File: src/rtl/snn_pkg.sv
// Shared types and constants for the SNN input-frame sequencer.
package snn_pkg;

    localparam int unsigned NUM_PIXELS_DEF  = 784;
    localparam int unsigned ADDR_WIDTH_DEF  = 10;
    localparam int unsigned TIMEOUT_CYC_DEF = 500000;
    localparam int unsigned TMR_W_DEF       = 19;

    localparam int unsigned BYTES_PER_FRAME = NUM_PIXELS_DEF / 8;
    localparam int unsigned PIX_LAST        = NUM_PIXELS_DEF - 1;

    localparam int unsigned BIT_W  = 3;
    localparam int unsigned BYTE_W = 8;

    typedef enum logic [2:0] {
        IDLE      = 3'd0,
        UNPACK    = 3'd1,
        WAIT_BYTE = 3'd2,
        START     = 3'd3,
        INFER     = 3'd4,
        SEND      = 3'd5,
        WAIT_TX   = 3'd6
    } frame_state_t;

    // Result byte shown on the LEDs and sent back over the UART.
    typedef struct packed {
        logic [3:0] pad;
        logic [3:0] digit;
    } result_t;

    function automatic logic [BYTE_W-1:0] sat_inc8(input logic [BYTE_W-1:0] v);
        return (v == 8'hFF) ? v : v + 8'd1;
    endfunction

endpackage

File: src/rtl/snn_frame_ctrl_timer.sv
// Inter-byte idle timer: counts while enabled, flags the last allowed cycle.
module frame_timer #(
    parameter int unsigned TIMEOUT_CYC = 500000,
    parameter int unsigned TMR_W       = 19
) (
    input  logic clk,
    input  logic rst_n,
    input  logic clr,
    input  logic en,
    output logic expired
);

    logic [TMR_W-1:0] cnt_q, cnt_d;

    always_comb begin
        cnt_d = cnt_q;
        if (clr) begin
            cnt_d = '0;
        end else if (en) begin
            cnt_d = cnt_q + TMR_W'(1);
        end
    end

    always_ff @(posedge clk or negedge rst_n) begin
        if (!rst_n) begin
            cnt_q <= '0;
        end else begin
            cnt_q <= cnt_d;
        end
    end

    assign expired = en && (cnt_q == TMR_W'(TIMEOUT_CYC - 1));

endmodule

File: src/rtl/snn_frame_ctrl.sv
// Sequencer between UART, the 1-bit pixel RAM and snn_core: unpacks a frame,
// runs inference, reports the digit and drops bytes that arrive while busy.
module snn_frame_ctrl
    import snn_pkg::*;
#(
    parameter int unsigned NUM_PIXELS  = NUM_PIXELS_DEF,
    parameter int unsigned ADDR_WIDTH  = ADDR_WIDTH_DEF,
    parameter int unsigned TIMEOUT_CYC = TIMEOUT_CYC_DEF,
    parameter int unsigned TMR_W       = TMR_W_DEF
) (
    input  logic                  clk,
    input  logic                  rst_n,
    input  logic                  rx_rdy,
    input  logic [7:0]            rx_data,
    output logic [ADDR_WIDTH-1:0] ram_addr,
    output logic                  ram_data,
    output logic                  ram_we,
    input  logic [ADDR_WIDTH-1:0] core_addr,
    output logic                  core_start,
    input  logic                  core_done,
    input  logic [3:0]            core_digit,
    output logic                  tx_start,
    output logic [7:0]            tx_data,
    input  logic                  tx_rdy,
    output logic [7:0]            led,
    output logic                  busy,
    output logic                  frame_err,
    output logic [7:0]            drop_cnt
);

    localparam int unsigned PIX_LAST_L = NUM_PIXELS - 1;

    frame_state_t          state_q, state_d;
    logic [ADDR_WIDTH-1:0] pix_cnt_q, pix_cnt_d;
    logic [BIT_W-1:0]      bit_idx_q, bit_idx_d;
    logic [BYTE_W-1:0]     byte_q, byte_d;
    logic [BYTE_W-1:0]     drop_q, drop_d;
    result_t               led_q, led_d;
    result_t               tx_data_q, tx_data_d;
    logic                  frame_err_q, frame_err_d;
    logic                  tx_first_q, tx_first_d;
    logic                  tmr_expired;
    logic                  in_wait;

    assign in_wait = (state_q == WAIT_BYTE);

    frame_timer #(
        .TIMEOUT_CYC (TIMEOUT_CYC),
        .TMR_W       (TMR_W)
    ) u_timer (
        .clk     (clk),
        .rst_n   (rst_n),
        .clr     (!in_wait),
        .en      (in_wait),
        .expired (tmr_expired)
    );

    // Next-state and datapath updates.
    always_comb begin
        state_d     = state_q;
        pix_cnt_d   = pix_cnt_q;
        bit_idx_d   = bit_idx_q;
        byte_d      = byte_q;
        drop_d      = drop_q;
        led_d       = led_q;
        tx_data_d   = tx_data_q;
        frame_err_d = 1'b0;
        tx_first_d  = 1'b0;

        case (state_q)
            IDLE: begin
                if (rx_rdy) begin
                    byte_d    = rx_data;
                    bit_idx_d = '0;
                    state_d   = UNPACK;
                end
            end
            UNPACK: begin
                pix_cnt_d = pix_cnt_q + ADDR_WIDTH'(1);
                bit_idx_d = bit_idx_q + BIT_W'(1);
                if (bit_idx_q == BIT_W'(7)) begin
                    state_d = (pix_cnt_q == ADDR_WIDTH'(PIX_LAST_L)) ? START : WAIT_BYTE;
                end
            end
            WAIT_BYTE: begin
                // A byte arriving on the expiring cycle still counts.
                if (rx_rdy) begin
                    byte_d    = rx_data;
                    bit_idx_d = '0;
                    state_d   = UNPACK;
                end else if (tmr_expired) begin
                    frame_err_d = 1'b1;
                    pix_cnt_d   = '0;
                    state_d     = IDLE;
                end
            end
            START: begin
                pix_cnt_d = '0;
                state_d   = INFER;
            end
            INFER: begin
                if (core_done) begin
                    led_d     = '{pad: 4'h0, digit: core_digit};
                    tx_data_d = '{pad: 4'h0, digit: core_digit};
                    state_d   = SEND;
                end
            end
            SEND: begin
                if (tx_rdy) begin
                    tx_first_d = 1'b1;
                    state_d    = WAIT_TX;
                end
            end
            WAIT_TX: begin
                // uart_tx still reports idle on the cycle right after start.
                if (!tx_first_q && tx_rdy) begin
                    state_d = IDLE;
                end
            end
            default: begin
                state_d = IDLE;
            end
        endcase

        if (rx_rdy && (state_q inside {UNPACK, START, INFER, SEND, WAIT_TX})) begin
            drop_d = sat_inc8(drop_q);
        end
    end

    always_ff @(posedge clk or negedge rst_n) begin
        if (!rst_n) begin
            state_q     <= IDLE;
            pix_cnt_q   <= '0;
            bit_idx_q   <= '0;
            byte_q      <= '0;
            drop_q      <= '0;
            led_q       <= '0;
            tx_data_q   <= '0;
            frame_err_q <= 1'b0;
            tx_first_q  <= 1'b0;
        end else begin
            state_q     <= state_d;
            pix_cnt_q   <= pix_cnt_d;
            bit_idx_q   <= bit_idx_d;
            byte_q      <= byte_d;
            drop_q      <= drop_d;
            led_q       <= led_d;
            tx_data_q   <= tx_data_d;
            frame_err_q <= frame_err_d;
            tx_first_q  <= tx_first_d;
        end
    end

    // RAM port belongs to snn_core while it runs, otherwise to the unpacker.
    assign ram_addr   = (state_q == START || state_q == INFER) ? core_addr : pix_cnt_q;
    assign ram_data   = byte_q[bit_idx_q];
    assign ram_we     = (state_q == UNPACK);
    assign core_start = (state_q == START);
    assign tx_start   = (state_q == SEND) && tx_rdy;
    assign tx_data    = tx_data_q;
    assign led        = led_q;
    assign busy       = (state_q != IDLE);
    assign frame_err  = frame_err_q;
    assign drop_cnt   = drop_q;

endmodule

File: config.mk
export PLATFORM = sky130hd
export DESIGN_NAME = snn_frame_ctrl
export DESIGN_NICKNAME = d
export VERILOG_FILES = /design/src/rtl/snn_pkg.sv /design/src/rtl/snn_frame_ctrl_timer.sv /design/src/rtl/snn_frame_ctrl.sv
export SDC_FILE = /design/constraint.sdc
export NUM_CORES = 1
export LEC_CHECK = 0
export BUFFER_PORTS_ARGS = -buffer_cell sky130_fd_sc_hd__buf_2
export CAP_MARGIN = 20
export CORE_MARGIN = 2
export CORE_UTILIZATION = 55
export CTS_CLUSTER_DIAMETER = 120
export DETAILED_ROUTE_END_ITERATION = 16
export PLACE_DENSITY = 0.85
export SLEW_MARGIN = 5
export SYNTH_ARGS = -nofsm -noshare
export SYNTH_HDL_FRONTEND = slang
export SYNTH_SLANG_ARGS = --single-unit
File: constraint.sdc
create_clock -name clk -period 5.2 [get_ports clk]
set_input_delay 0.78 -clock clk [delete_from_list [all_inputs] [get_ports clk]]
set_output_delay 0.78 -clock clk [all_outputs]
set_load 0.02 [all_outputs]
==> impl_metrics.csv, run 1 <==
group,metric,value,unit
setup_path,r2r_start,"state_q[2]$_DFFE_PN0P_",
sta,report.final.slew_viol_count,0,
power_and_ir_drop,peakVddDrop,0.312,mV
clock_network,clock_insertion_delay_worst_skew,0.34,ns
global_route,gr-total-overflow,0,
layout,postLayoutCellArea,3600,sq um
synth,synth.area.top_cells,"dfrtp_1, mux2_2, xnor2_1, nor2_1, buf_4",
synth,syn_inst,301,
clock_network,cts_buffers,9,
layout,final_nets,388,
routing,drtIter0Drc,155,
floorplanning,die_h,79.2,um
layout,layout-drive-gt1-share,29.6,%
global_route,antenna_found_initial,0,
placed_design,portBuffers,58,
layout,layout_commonest_cell,"buf_2",
global_route,grt_pass1_wl,10800,um
global_route,grt_max_degree,58,
sta,finalCriticalPeriod,3.54,ns
sta,tightestPinTransition,0.868,ns
power_and_ir_drop,p_int,1180,uW
clock_network,cts_resized,0,
routing,vias,2443,
setup_path,critical_path_arrival,2.76,ns
synth,ys_seq_elements,57,
routing,vias_per_cell,5.64,
synth,synth_top_area_share,45.8,%
clock_network,cts_root_buffer,"clkbuf_8",
synth,synth_top_cell_by_area,"dfrtp_1",
sta,clock_skew,0.0111,ns
clock_network,clockBufferDepth,2,
run,cap_violations,0,
routing,drc,0,
clock_network,path_clk_slew,0.07,ns
floorplanning,row_count,27,
synth,yosysSeqAreaShare,45.8,%
global_route,grt_pass1_vias,2362,
worst_hold_path,hold_class,"register to register",
setup_path,path_max_fanout,24,
clock_network,post_cts_buffers,0,
synth,syn_avg_cell_area,10.3,sq um
power_and_ir_drop,seq_power_share,37.1,%
power_and_ir_drop,swShare,39.9,%
clock_network,ctsHoldBuffers,0,
synth,yosysUniqueCellTypes,50,
routing,dr.pass1.iters,6,
layout,diodes,0,
sta,finalSetupTns,0,ns
sta,setup_viol,0,
clock_network,cts_sinks,57,
sta,period_share,68.1,%
floorplanning,core_area,5470,sq um
power_and_ir_drop,p_per_area,547,nW/um^2
sta,hold_viol_final,0,
routing,routed_wl,6300,um
setup_path,worstRegToRegCells,5,
layout,mostFrequentLayoutCells,"buf_2, dfrtp_1, nor2_1",
floorplanning,start_util,56.9,%
floorplanning,die_x,79.2,um
synth,synth_area,3110,sq um
routing,postRouteAntennaNets,0,
floorplanning,dieArea,6280,sq um
worst_hold_path,min_from,"u_timer.cnt_q[0]$_DFF_PN0_",
power_and_ir_drop,power_frac_comb,41.1,%
sta,rsz0062_at_grt,"false",
worst_hold_path,holdPathStages,1,
placed_design,finalWeightedCongestion,0.828,
layout,area_growth,15.5,%
power_and_ir_drop,power.share.clock,21.8,%
placed_design,place_area,3390,sq um
power_and_ir_drop,leakage,0.00162,uW
placed_design,hpwlAfterDp,4320,um
synth,ys_warn_count,0,
floorplanning,ios,67,
run_status,outcome,"complete, no violations",
sta,max_slew_margin,41.7,%
power_and_ir_drop,p_sw,786,uW
clock_network,cts_htree_levels,3,
routing,wl_per_cell,14.5,um
sta,max_freq,282,MHz
setup_path,crit_path_start,"state_q[1]$_DFFE_PN0P_",
setup_path,critical_path_class,"register to output port",
setup_path,end_kind,"output port",
clock_network,cts_tree,"done",
setup_path,cp-start-kind,"register",
global_route,track_usage,22.3,%
setup_path,crit_required,4.42,ns
sta,fin_hold_ws,0.493,ns
## cells by family after synthesis
| group | after synthesis | synth area share (%) |
|---|---|---|
| AOI/OAI and AO/OA | 45 | 10.1 |
| xor gates and xnor gates | 21 | 5.91 |
| adders and majority gates | 5 | 2.01 |
| buffers and inverters | 30 | 5.42 |
| DFF | 57 | 45.8 |
| muxes | 29 | 11.2 |
| other | 1 | 0.120 |
| and+or+nand+nor | 113 | 19.4 |
## path summary, 6_finish.rpt
kind                                                to  slack (ns)
setup reg to reg              pix_cnt_q[0]$_DFFE_PN0P_        2.76
max in group asynchronous     pix_cnt_q[0]$_DFFE_PN0P_        4.16
min in group asynchronous  u_timer.cnt_q[13]$_DFF_PN0_        0.57
setup / recovery                           ram_addr[9]        1.66
hold reg to reg             u_timer.cnt_q[0]$_DFF_PN0_        0.49
hold / removal              u_timer.cnt_q[0]$_DFF_PN0_        0.49
## routing by layer
metal,track usage [%],routed length (um)
met4,9.31,103
met2,34.3,2950
met3,8.18,435
met1,28.4,2810
met5,0,0
## critical path, stage by stage (launching register included)
cell     delay, ns
dfrtp_1       0.79
inv_1         0.21
or2_2         0.37
o21ai_1       0.47
mux2_2        0.41
buf_2         0.16
## Yosys cell counts, drive strengths merged
library cell,n
xnor2,13
a22o,7
and3,3
o21ai,12
nand4b,1
dfrtp,57
nand2,21
nor4,6
o311ai,1
o21ba,1
or3,5
o21a,2
o211ai,2
a21o,1
and4bb,1
nand3,14
conb,1
xor2,8
or2,4
mux2i,3
clkbuf,6
nor3,9
nor2b,5
or4,1
buf,16
nor3b,1
o41ai,1
a21oi,8
mux2,24
nand2b,4
o21bai,1
and4,3
o2bb2ai,3
mux4,2
nor2,25
nand4,10
ha,5
inv,8
a21boi,1
o31ai,3
o31a,2
## through the flow
step / total power (uW) / std cells / utilization (%) / setup slack (ns)
final: 1970 / 433 / 65.7 / 1.66
after global routing: 2100 / 433 / 65.7 / 1.44
after CTS: 1980 / 433 / 65.7 / 1.64
after detailed placement: 1540 / 417 / 61.9 / 2.04
after global placement: 1500 / 417 / 61.9 / 2.14
after floorplan: 1340 / 308 / - / 2.71
## final cells by class
type | count | area [sq um]
clock inverter | 2 | 35.0
inverter | 8 | 30.0
tap | 72 | 90.1
timing repair buffer | 59 | 298
sequential | 57 | 1430
multi-input combinational | 221 | 1550
fill | 429 | 1880
clock buffer | 14 | 173
## sequential cells by signal (all words and copies together), names as in the netlist
signal,cells
drop_cnt,8
pix_cnt_q,10
frame_err,1
bit_idx_q,3
tx_first_q,1
state_q,3
byte_q,8
u_timer.cnt_q,19
tx_data,4
## power groups by stage
stage,combinational (uW),sequential [uW],clock [uW]
after floorplan,632,712,0
after global placement,784,720,0
after detailed placement,806,732,0
after CTS,814,728,434
after global routing,887,751,459
final,810,730,428
(Power assumes the default switching activity.)
==> inputs of run 2 (changes only) <==
Settings changed: CORE_UTILIZATION 55 to 49, PLACE_DENSITY 0.85 to 0.81.
Clock period 5.2 ns to 3.1 ns, I/O delays scaled along.
==> impl_metrics.csv, run 2 (synthesis results as in run 1) <==
group,metric,value,unit
run_status,outcome,"complete, no violations",
sta,finalCriticalPeriod,2.77,ns
setup_path,r2r_end,"pix_cnt_q[0]$_DFFE_PN0P_",
clock_network,ctsHoldBuffers,0,
layout,layout-drive-gt1-share,30.8,%
sta,clock_skew,0.00867,ns
setup_path,reg2reg_setup_slack,1.04,ns
power_and_ir_drop,peakVddDrop,0.534,mV
run,cap_violations,0,
layout,multi_input_area,1550,sq um
clock_network,cts_buffers,9,
placed_design,portBuffers,58,
setup_path,critical_path_arrival,2.30,ns
setup_path,crit_path_start,"state_q[0]$_DFFE_PN0P_",
floorplanning,core_area,6240,sq um
layout,top_regs,"u_timer.cnt_q: 19 flops, pix_cnt_q: 10 flops",
setup_path,critPathMaxStageDelay,0.59,ns
global_route,gr-total-overflow,0,
layout,final_nets,391,
layout,diodes,0,
power_and_ir_drop,p_per_area,899,nW/um^2
clock_network,clockBufferDepth,2,
setup_path,cpMaxStageDelayCell,"dfrtp_1",
routing,wl_per_cell,14.3,um
sta,period_share,89.2,%
sta,max_slew_margin,52.8,%
routing,dr.pass1.iters,4,
sta,fin_hold_ws,0.254,ns
sta,rsz0062_at_grt,"false",
power_and_ir_drop,leakage,0.00163,uW
setup_path,critical_path_class,"register to output port",
layout,fill_cells,519,
layout,utilization,57.9,%
floorplanning,dieArea,7010,sq um
routing,postRouteAntennaNets,0,
sta,report.final.slew_viol_count,0,
global_route,grt_pass1_vias,2405,
global_route,grt_max_degree,58,
clock_network,clock_insertion_delay_worst_skew,0.34,ns
floorplanning,die_x,83.7,um
floorplanning,die_h,83.7,um
routing,vias,2430,
layout,mostFrequentLayoutCells,"buf_2, dfrtp_1, nor2_1",
setup_path,path_cells,"nand2b_1, or2_2, o21ai_2, mux2_2, buf_2",
global_route,antenna_found_initial,0,
clock_network,path_clk_slew,0.06,ns
layout,layout_commonest_cell,"buf_2",
worst_hold_path,hold_class,"input pin to asynchronous set/reset pin",
placed_design,hpwlAfterDp,4440,um
clock_network,cts_tree,"done",
setup_path,cp_num_cells,5,
setup_path,r2r_start,"state_q[0]$_DFFE_PN0P_",
routing,vias_per_cell,5.51,
setup_path,cp-start-kind,"register",
sta,finalSetupTns,0,ns
setup_path,path_buf_inv,1,
floorplanning,row_count,29,
global_route,grt_pass1_wl,11000,um
clock_network,cts_htree_levels,3,
sta,max_freq,361,MHz
layout,largest_register_ffs,19,
clock_network,cts_root_buffer,"clkbuf_8",
routing,drc,0,
setup_path,crit_required,2.63,ns
routing,drtIter0Drc,135,
setup_path,path_max_fanout,15,
clock_network,cts_sinks,57,
floorplanning,start_util,49.9,%
placed_design,finalWeightedCongestion,0.864,
setup_path,endpoint,"ram_addr[6]",
layout,area_growth,16.1,%
power_and_ir_drop,total_power,3250,uW
sta,hold_viol_final,0,
setup_path,crit_family,"flip-flops",
layout,regArea,1430,sq um
setup_path,worstRegToRegCells,6,
sta,tightestPinTransition,0.708,ns
sta,setup_viol,0,
setup_path,end_kind,"output port",
layout,top_register,"u_timer.cnt_q",
floorplanning,ios,67,
routing,routed_wl,6310,um
global_route,track_usage,19.7,%
run 2: cell types whose count changed in the layout (fill, tap and decap cells not counted), sizes merged:
cell	change
bufinv	-1
clkinv	+1
buf	+3
run 2: layer usage:
layer | track usage [%] | wire, um | up-vias
met1 | 25.6 | 2850 | 1169
met5 | 0 | 0 | -
met3 | 6.13 | 372 | 10
li1 | - | - | 1176
met2 | 30.3 | 2980 | 75
met4 | 8.65 | 116 | 0
run 2: worst min-delay path by stage:
stage	start	to	slack, ns	cells past startpoint
6_report	rst_n	byte_q[6]$_DFFE_PN0P_	0.25	2
4_1_cts	rst_n	pix_cnt_q[5]$_DFFE_PN0P_	0.28	2
5_1_grt	rst_n	state_q[2]$_DFFE_PN0P_	0.33	2
2_1_floorplan	rst_n	bit_idx_q[0]$_DFFE_PN0P_	0.17	0
3_3_place_gp	u_timer.cnt_q[0]$_DFF_PN0_	u_timer.cnt_q[0]$_DFF_PN0_	0.47	1
3_5_place_dp	u_timer.cnt_q[0]$_DFF_PN0_	u_timer.cnt_q[0]$_DFF_PN0_	0.49	1
run 2: where the power goes:
| group | total [uW] | switching (uW) | internal [uW] |
|---|---|---|---|
| Clock | 659 | 285 | 375 |
| Combinational | 1430 | 807 | 619 |
| Sequential | 1160 | 215 | 948 |
run 2: final cells by class:
type,count,area share (%)
multi-input combinational,221,42.9
sequential,57,39.5
timing repair buffer,62,8.86
clock buffer,14,5.05
tap,77,2.67
inverter,8,0.831
clock inverter,2,0.277
run 2: through the flow:
step                      cells  setup WS, ns  area [sq um]
after floorplan             308         0.929          3140
after global placement      425         0.542          3420
after detailed placement    425         0.421          3420
after CTS                   441        0.0426          3610
after global routing        441         0.192          3610
final                       441         0.333          3610
run 2: worst reg2reg max path: stages, from the launching register on:
cell and delay [ns]:
dfrtp_1 0.59, nor2_1 0.17, nand2_1 0.10, buf_4 0.23, o21ba_1 0.24, or2_1 0.33, mux2_4 0.28
run 2: repair_timing:
item                                    4_1_cts  5_1_grt
endpoints found under the setup margin        0        9
setup buffers                                 0        0
resized for setup                             0        1
